File: config.mk
export PLATFORM = sky130hd
export DESIGN_NAME = uart_tx_feeder
export DESIGN_NICKNAME = d
export VERILOG_FILES = /design/src/rtl/uart_tx_feeder.sv
export SDC_FILE = /design/constraint.sdc
export NUM_CORES = 1
export LEC_CHECK = 0
export ABC_AREA = 1
export ABC_CLOCK_PERIOD_IN_PS = 6200
export BUFFER_PORTS_ARGS = -buffer_cell sky130_fd_sc_hd__buf_2
export CORE_MARGIN = 2
export CORE_UTILIZATION = 45
export DETAILED_ROUTE_END_ITERATION = 8
export HOLD_SLACK_MARGIN = 0.06
export SLEW_MARGIN = 10
export SYNTH_ARGS = -nofsm -noshare
export SYNTH_HDL_FRONTEND = slang
export SYNTH_SLANG_ARGS = --single-unit
File: constraint.sdc
create_clock -name clk -period 6.2 [get_ports clk]
set_input_delay 0.62 -clock clk [delete_from_list [all_inputs] [get_ports clk]]
set_output_delay 0.62 -clock clk [all_outputs]
set_load 0.02 [all_outputs]
File: src/rtl/uart_tx_feeder.sv
// Byte FIFO plus request sequencer feeding a UART transmitter: one byte per frame,
// paced by tx_active, with an enforced idle gap and a start-request timeout.
module uart_tx_feeder #(
    parameter int DEPTH         = 16,
    parameter int GAP_CYCLES    = 2,
    parameter int START_TIMEOUT = 1023
) (
    input  logic                     clk,
    input  logic                     reset,
    input  logic                     wr_en,
    input  logic [7:0]               wr_data,
    output logic                     full,
    output logic                     empty,
    output logic [$clog2(DEPTH):0]   level,
    output logic                     overflow,
    output logic                     timeout,
    input  logic                     clr_flags,
    output logic [7:0]               tx_data,
    output logic                     tx_start,
    input  logic                     tx_active
);

    localparam int AW = $clog2(DEPTH);
    localparam int TW = $clog2(START_TIMEOUT + 1) + 1;
    localparam int GW = $clog2(GAP_CYCLES + 1) + 1;

    typedef enum logic [1:0] {IDLE, REQ, BUSY, GAP} state_t;

    state_t          state, state_nx;
    logic [7:0]      mem [DEPTH];
    logic [AW-1:0]   wr_ptr, rd_ptr;
    logic [TW-1:0]   tmo_cnt, tmo_nx;
    logic [GW-1:0]   gap_cnt, gap_nx;
    logic [7:0]      data_nx;
    logic            start_nx;
    logic            push, pop, timeout_evt, tmo_hit, gap_done;

    assign full     = (level == (AW + 1)'(DEPTH));
    assign empty    = (level == '0);
    assign push     = wr_en && !full;
    assign tmo_hit  = (int'(tmo_cnt) >= START_TIMEOUT - 1);
    assign gap_done = (int'(gap_cnt) >= GAP_CYCLES);

    always_comb begin
        state_nx    = state;
        start_nx    = tx_start;
        data_nx     = tx_data;
        tmo_nx      = tmo_cnt;
        gap_nx      = gap_cnt;
        pop         = 1'b0;
        timeout_evt = 1'b0;
        case (state)
            IDLE: begin
                start_nx = 1'b0;
                if (!empty) begin
                    pop      = 1'b1;
                    data_nx  = mem[rd_ptr];
                    start_nx = 1'b1;
                    tmo_nx   = '0;
                    state_nx = REQ;
                end
            end
            REQ: begin
                start_nx = 1'b1;
                if (tx_active) begin
                    start_nx = 1'b0;
                    state_nx = BUSY;
                end else if (tmo_hit) begin
                    // Byte is dropped, not retried; the gap still applies.
                    start_nx    = 1'b0;
                    timeout_evt = 1'b1;
                    gap_nx      = '0;
                    state_nx    = GAP;
                end else begin
                    tmo_nx = tmo_cnt + TW'(1);
                end
            end
            BUSY: begin
                start_nx = 1'b0;
                if (!tx_active) begin
                    gap_nx   = '0;
                    state_nx = GAP;
                end
            end
            GAP: begin
                start_nx = 1'b0;
                if (gap_done) state_nx = IDLE;
                else          gap_nx   = gap_cnt + GW'(1);
            end
            default: state_nx = IDLE;
        endcase
    end

    always_ff @(posedge clk or negedge reset) begin
        if (!reset) begin
            state    <= IDLE;
            tx_start <= 1'b0;
            tx_data  <= 8'h00;
            tmo_cnt  <= '0;
            gap_cnt  <= '0;
            wr_ptr   <= '0;
            rd_ptr   <= '0;
            level    <= '0;
            overflow <= 1'b0;
            timeout  <= 1'b0;
        end else begin
            state    <= state_nx;
            tx_start <= start_nx;
            tx_data  <= data_nx;
            tmo_cnt  <= tmo_nx;
            gap_cnt  <= gap_nx;
            if (push) wr_ptr <= wr_ptr + AW'(1);
            if (pop)  rd_ptr <= rd_ptr + AW'(1);
            if (push && !pop)      level <= level + (AW + 1)'(1);
            else if (!push && pop) level <= level - (AW + 1)'(1);
            // A new event in the same cycle as clr_flags keeps the flag set.
            overflow <= (overflow && !clr_flags) || (wr_en && full);
            timeout  <= (timeout && !clr_flags) || timeout_evt;
        end
    end

    always_ff @(posedge clk) begin
        if (push) mem[wr_ptr] <= wr_data;
    end

endmodule

==> impl_metrics.env <==
export IMPL_status="complete, no violations"
export IMPL_syn_nets=756
export IMPL_synth_top_cell_area_share_pct=51.44
export IMPL_leakagePower_nw=3.287
export IMPL_path_cells="nor2_1, nand4_1, nand2_1, ha_1, inv_1, ha_1, a21oi_1, o21ai_0, a21oi_1, o21ai_0, nand2_1, nand2_1"
export IMPL_fin_tns_setup_ns=0
export IMPL_drive_gt1_share_pct=9.908
export IMPL_r2r_start="level[2]"
export IMPL_hold_viol=0
export IMPL_place_gp_congestion=0.8249
export IMPL_crit_cells=12
export IMPL_reg2reg_slack_ns=3.47
export IMPL_cts_root_buf="clkbuf_16"
export IMPL_netlist_top_cells_area="edfxtp_1 51%, dfrtp_1 13%, nor2_1 7.5%"
export IMPL_period_needed_ns=2.734
export IMPL_path_buf_inv=1
export IMPL_io_pins=31
export IMPL_antenna_found_initial=0
export IMPL_synth_area_leader_cell="edfxtp_1"
export IMPL_syn_area_um2=7472
export IMPL_power_switching_mw=1.587
export IMPL_synth_adder_area_share_pct=3.449
export IMPL_fin_worst_skew_ns=0.008202
export IMPL_max_stage_delay_ns=0.43
export IMPL_die_w_um=132.9
export IMPL_arrival_ns=3.05
export IMPL_cp_common_cell="nand2_1"
export IMPL_hpwlAfterDp_mm=10.80
export IMPL_pwr_share_clk_pct=24.8
export IMPL_synthFlopType="edfxtp_1"
export IMPL_wire_per_inst_um=17.18
export IMPL_slew_headroom_pct=32.69
export IMPL_regArea_um2=4846
export IMPL_cp_max_fo=11
export IMPL_synthArstFlopShare_pct=23.81
export IMPL_synth_xor_area_share_pct=1.172
export IMPL_synth_cells=723
export IMPL_vias=5161
export IMPL_track_usage_pct=20.19
export IMPL_start_kind="flip-flop"
export IMPL_synthMuxAreaShare_pct=0.1507
export IMPL_grt_pass1_wl_mm=27.03
export IMPL_finalSetupViolCount=0
export IMPL_clk_latency_ns=0.43
export IMPL_post_route_period_util_pct=44.10
export IMPL_crit_start="level[2]"
export IMPL_ys_warnings_count=0
export IMPL_hold_buffers=0
export IMPL_htree_levels=4
export IMPL_grt_overflow=0
export IMPL_worstMarginPinSlew_ns=1.008
export IMPL_max_cap_violations=0
export IMPL_core_area_um2=16410
export IMPL_cts_made_buffers=17
export IMPL_nFillCells=1457
export IMPL_numPortBuffers=30
export IMPL_power_frac_seq_pct=39.0
export IMPL_ys_seq_area_share_pct=64.84
export IMPL_critPathKind="flip-flop to flip-flop"
export IMPL_post_dp_cell_area_um2=7757
export IMPL_postRouteAntennaNets=0
export IMPL_drc_errors=0
export IMPL_die_area_um2=17650
export IMPL_netSwitchingFraction_pct=40.28
export IMPL_worst_setup_path_end_kind="flip-flop"
export IMPL_cts_tree="done"
export IMPL_rsz0062_at_grt="false"
export IMPL_final_core_util_pct=50.62
export IMPL_timing_hold_ws_ns=0.3328
export IMPL_peakVddDrop_uv=351.4
export IMPL_multi_input_area_um2=2328
export IMPL_crit_end="level[4]"
export IMPL_first_pass_iters=5
export IMPL_cts_sinks=168
export IMPL_intPower_mw=2.353
export IMPL_clk_path_buf_depth=2
export IMPL_required_ns=6.52
export IMPL_crit_slowest_cell="dfrtp_1"
export IMPL_grt_pass1_vias=5117
export IMPL_path_clk_slew_ns=0.07
export IMPL_fmax_ghz=0.3658
export IMPL_synth_edff_count=128
export IMPL_power_mw=3.940
export IMPL_ys_types=33
export IMPL_post_cts_setup_buffer_count=0
export IMPL_num_rows=47
export IMPL_r2r_end="level[4]"
export IMPL_worst_r2r_cell_count=12
export IMPL_grt_max_degree=68
export IMPL_synth_top_family_by_area="simple AND/OR/NAND/NOR gates"
export IMPL_synth_area_per_cell_um2=10.33
export IMPL_synthSimpleGateAreaFrac_pct=20.90
export IMPL_ys_seq_elements=168
export IMPL_finalMaxSlewViolations=0
export IMPL_cts_resized=0
export IMPL_fin_area_um2=8305
export IMPL_p_per_area_nw_per_um2=474.4
export IMPL_crit_family="simple AND/OR/NAND/NOR gates"
export IMPL_syn2layout_area_growth_pct=11.15
export IMPL_hold_class="input pin to async pin"
export IMPL_drt_iter0_markers=507
export IMPL_finalWirelength_mm=16.79
export IMPL_combinationalPowerShare_pct=36.2
export IMPL_die_h_um=132.9
export IMPL_antennaDiodeCount=0
export IMPL_synth_compound_area_share_pct=5.492
export IMPL_avgViaCountPerCell=5.282
export IMPL_start_util_pct=45.54
export IMPL_fin_nets=777
## metal layers
metal	wire [um]	track usage, %	up-vias
met5	0	0	-
met4	322	7.348	0
met3	807	3.908	27
met2	8194	34.00	123
met1	7463	26.13	2529
li1	-	-	2482
## area by class of cell
class	count	share of cell area, %
Tap cell	220	3.314
Inverter	38	1.717
Clock inverter	14	1.431
Timing Repair Buffer	32	1.989
Multi-Input combinational cell	487	28.04
Sequential cell	168	58.35
Clock buffer	18	5.167
## power groups by stage
stage | clock network [mW] | logic, mW | registers (mW)
floorplan | 0 | 1.04 | 1.55
global placement | 0 | 1.39 | 1.55
detailed placement | 0 | 1.42 | 1.56
CTS | 0.997 | 1.43 | 1.53
global route | 1.04 | 1.62 | 1.56
finish | 0.977 | 1.43 | 1.54
## worst register-to-register path: stages, from the launching register on
cell and delay, ns:
dfrtp_1 0.43, nor2_1 0.18, nand4_1 0.20, nand2_1 0.37, ha_1 0.27, inv_1 0.13, ha_1 0.34, a21oi_1 0.13
o21ai_0 0.14, a21oi_1 0.20, o21ai_0 0.11, nand2_1 0.08, nand2_1 0.05
## kinds of logic after synthesis
kind of cell | after synthesis
AND/OR/NAND/NOR | 375
flip-flops | 168
AO/OA/AOI/OAI | 81
buffers and inverters | 68
adder cells (fa/ha/maj) | 20
XOR/XNOR | 10
multiplexers | 1
## sequential cells by signal (all words and copies together), names as in the netlist
| register | cells |
|---|---|
| overflow | 1 |
| timeout | 1 |
| tmo_cnt | 11 |
| mem | 128 |
| level | 5 |
| tx_data | 8 |
| gap_cnt | 3 |
| wr_ptr | 4 |
| rd_ptr | 4 |
| tx_start | 1 |
| state | 2 |
## per-stage QoR
step / setup slack (ns) / instances
after CTS: 3.468 / 977
after floorplan: 3.838 / 723
after global routing: 3.139 / 977
final: 3.466 / 977
after global placement: 3.566 / 945
after detailed placement: 3.481 / 945
## layout by cell type, fill, tap and decap left out, types with 4 or more instances in the layout
| cell | synthesis | routed |
|---|---|---|
| buf_2 | 11 | 30 |
| a21oi_1 | 6 | 6 |
| nand3_1 | 68 | 68 |
| o21ai_1 | 8 | 8 |
| edfxtp_1 | 128 | 128 |
| clkinv_1 | 4 | 4 |
| nand2_1 | 139 | 139 |
| nor2_1 | 149 | 149 |
| inv_1 | 32 | 32 |
| clkbuf_16 | 0 | 17 |
| xor2_1 | 9 | 9 |
| nand4_1 | 6 | 6 |
| clkinv_4 | 0 | 5 |
| ha_1 | 19 | 19 |
| dfrtp_1 | 40 | 39 |
| o21ai_0 | 65 | 65 |
## worst min path at each step
stage                        to  slack [ns]  cells after the start
finish               tmo_cnt[0]        0.33                      1
detailed placement  tmo_cnt[10]        0.47                      2
CTS                  tmo_cnt[0]        0.36                      1
global placement    tmo_cnt[10]        0.45                      2
global route           overflow        0.39                      2
floorplan            gap_cnt[0]        0.32                      0
## synthesized netlist by cell type, drive strengths merged, types with 2 or more instances
library cell / count
a21oi: 6
buf: 19
clkbuf: 11
clkinv: 4
dfrtp: 40
edfxtp: 128
ha: 19
inv: 34
nand2: 141
nand3: 69
nand4: 7
nor2: 150
nor3: 2
nor3b: 2
o21ai: 73
or2: 3
xor2: 9
Note: power is estimated with default switching activity, not from simulation.
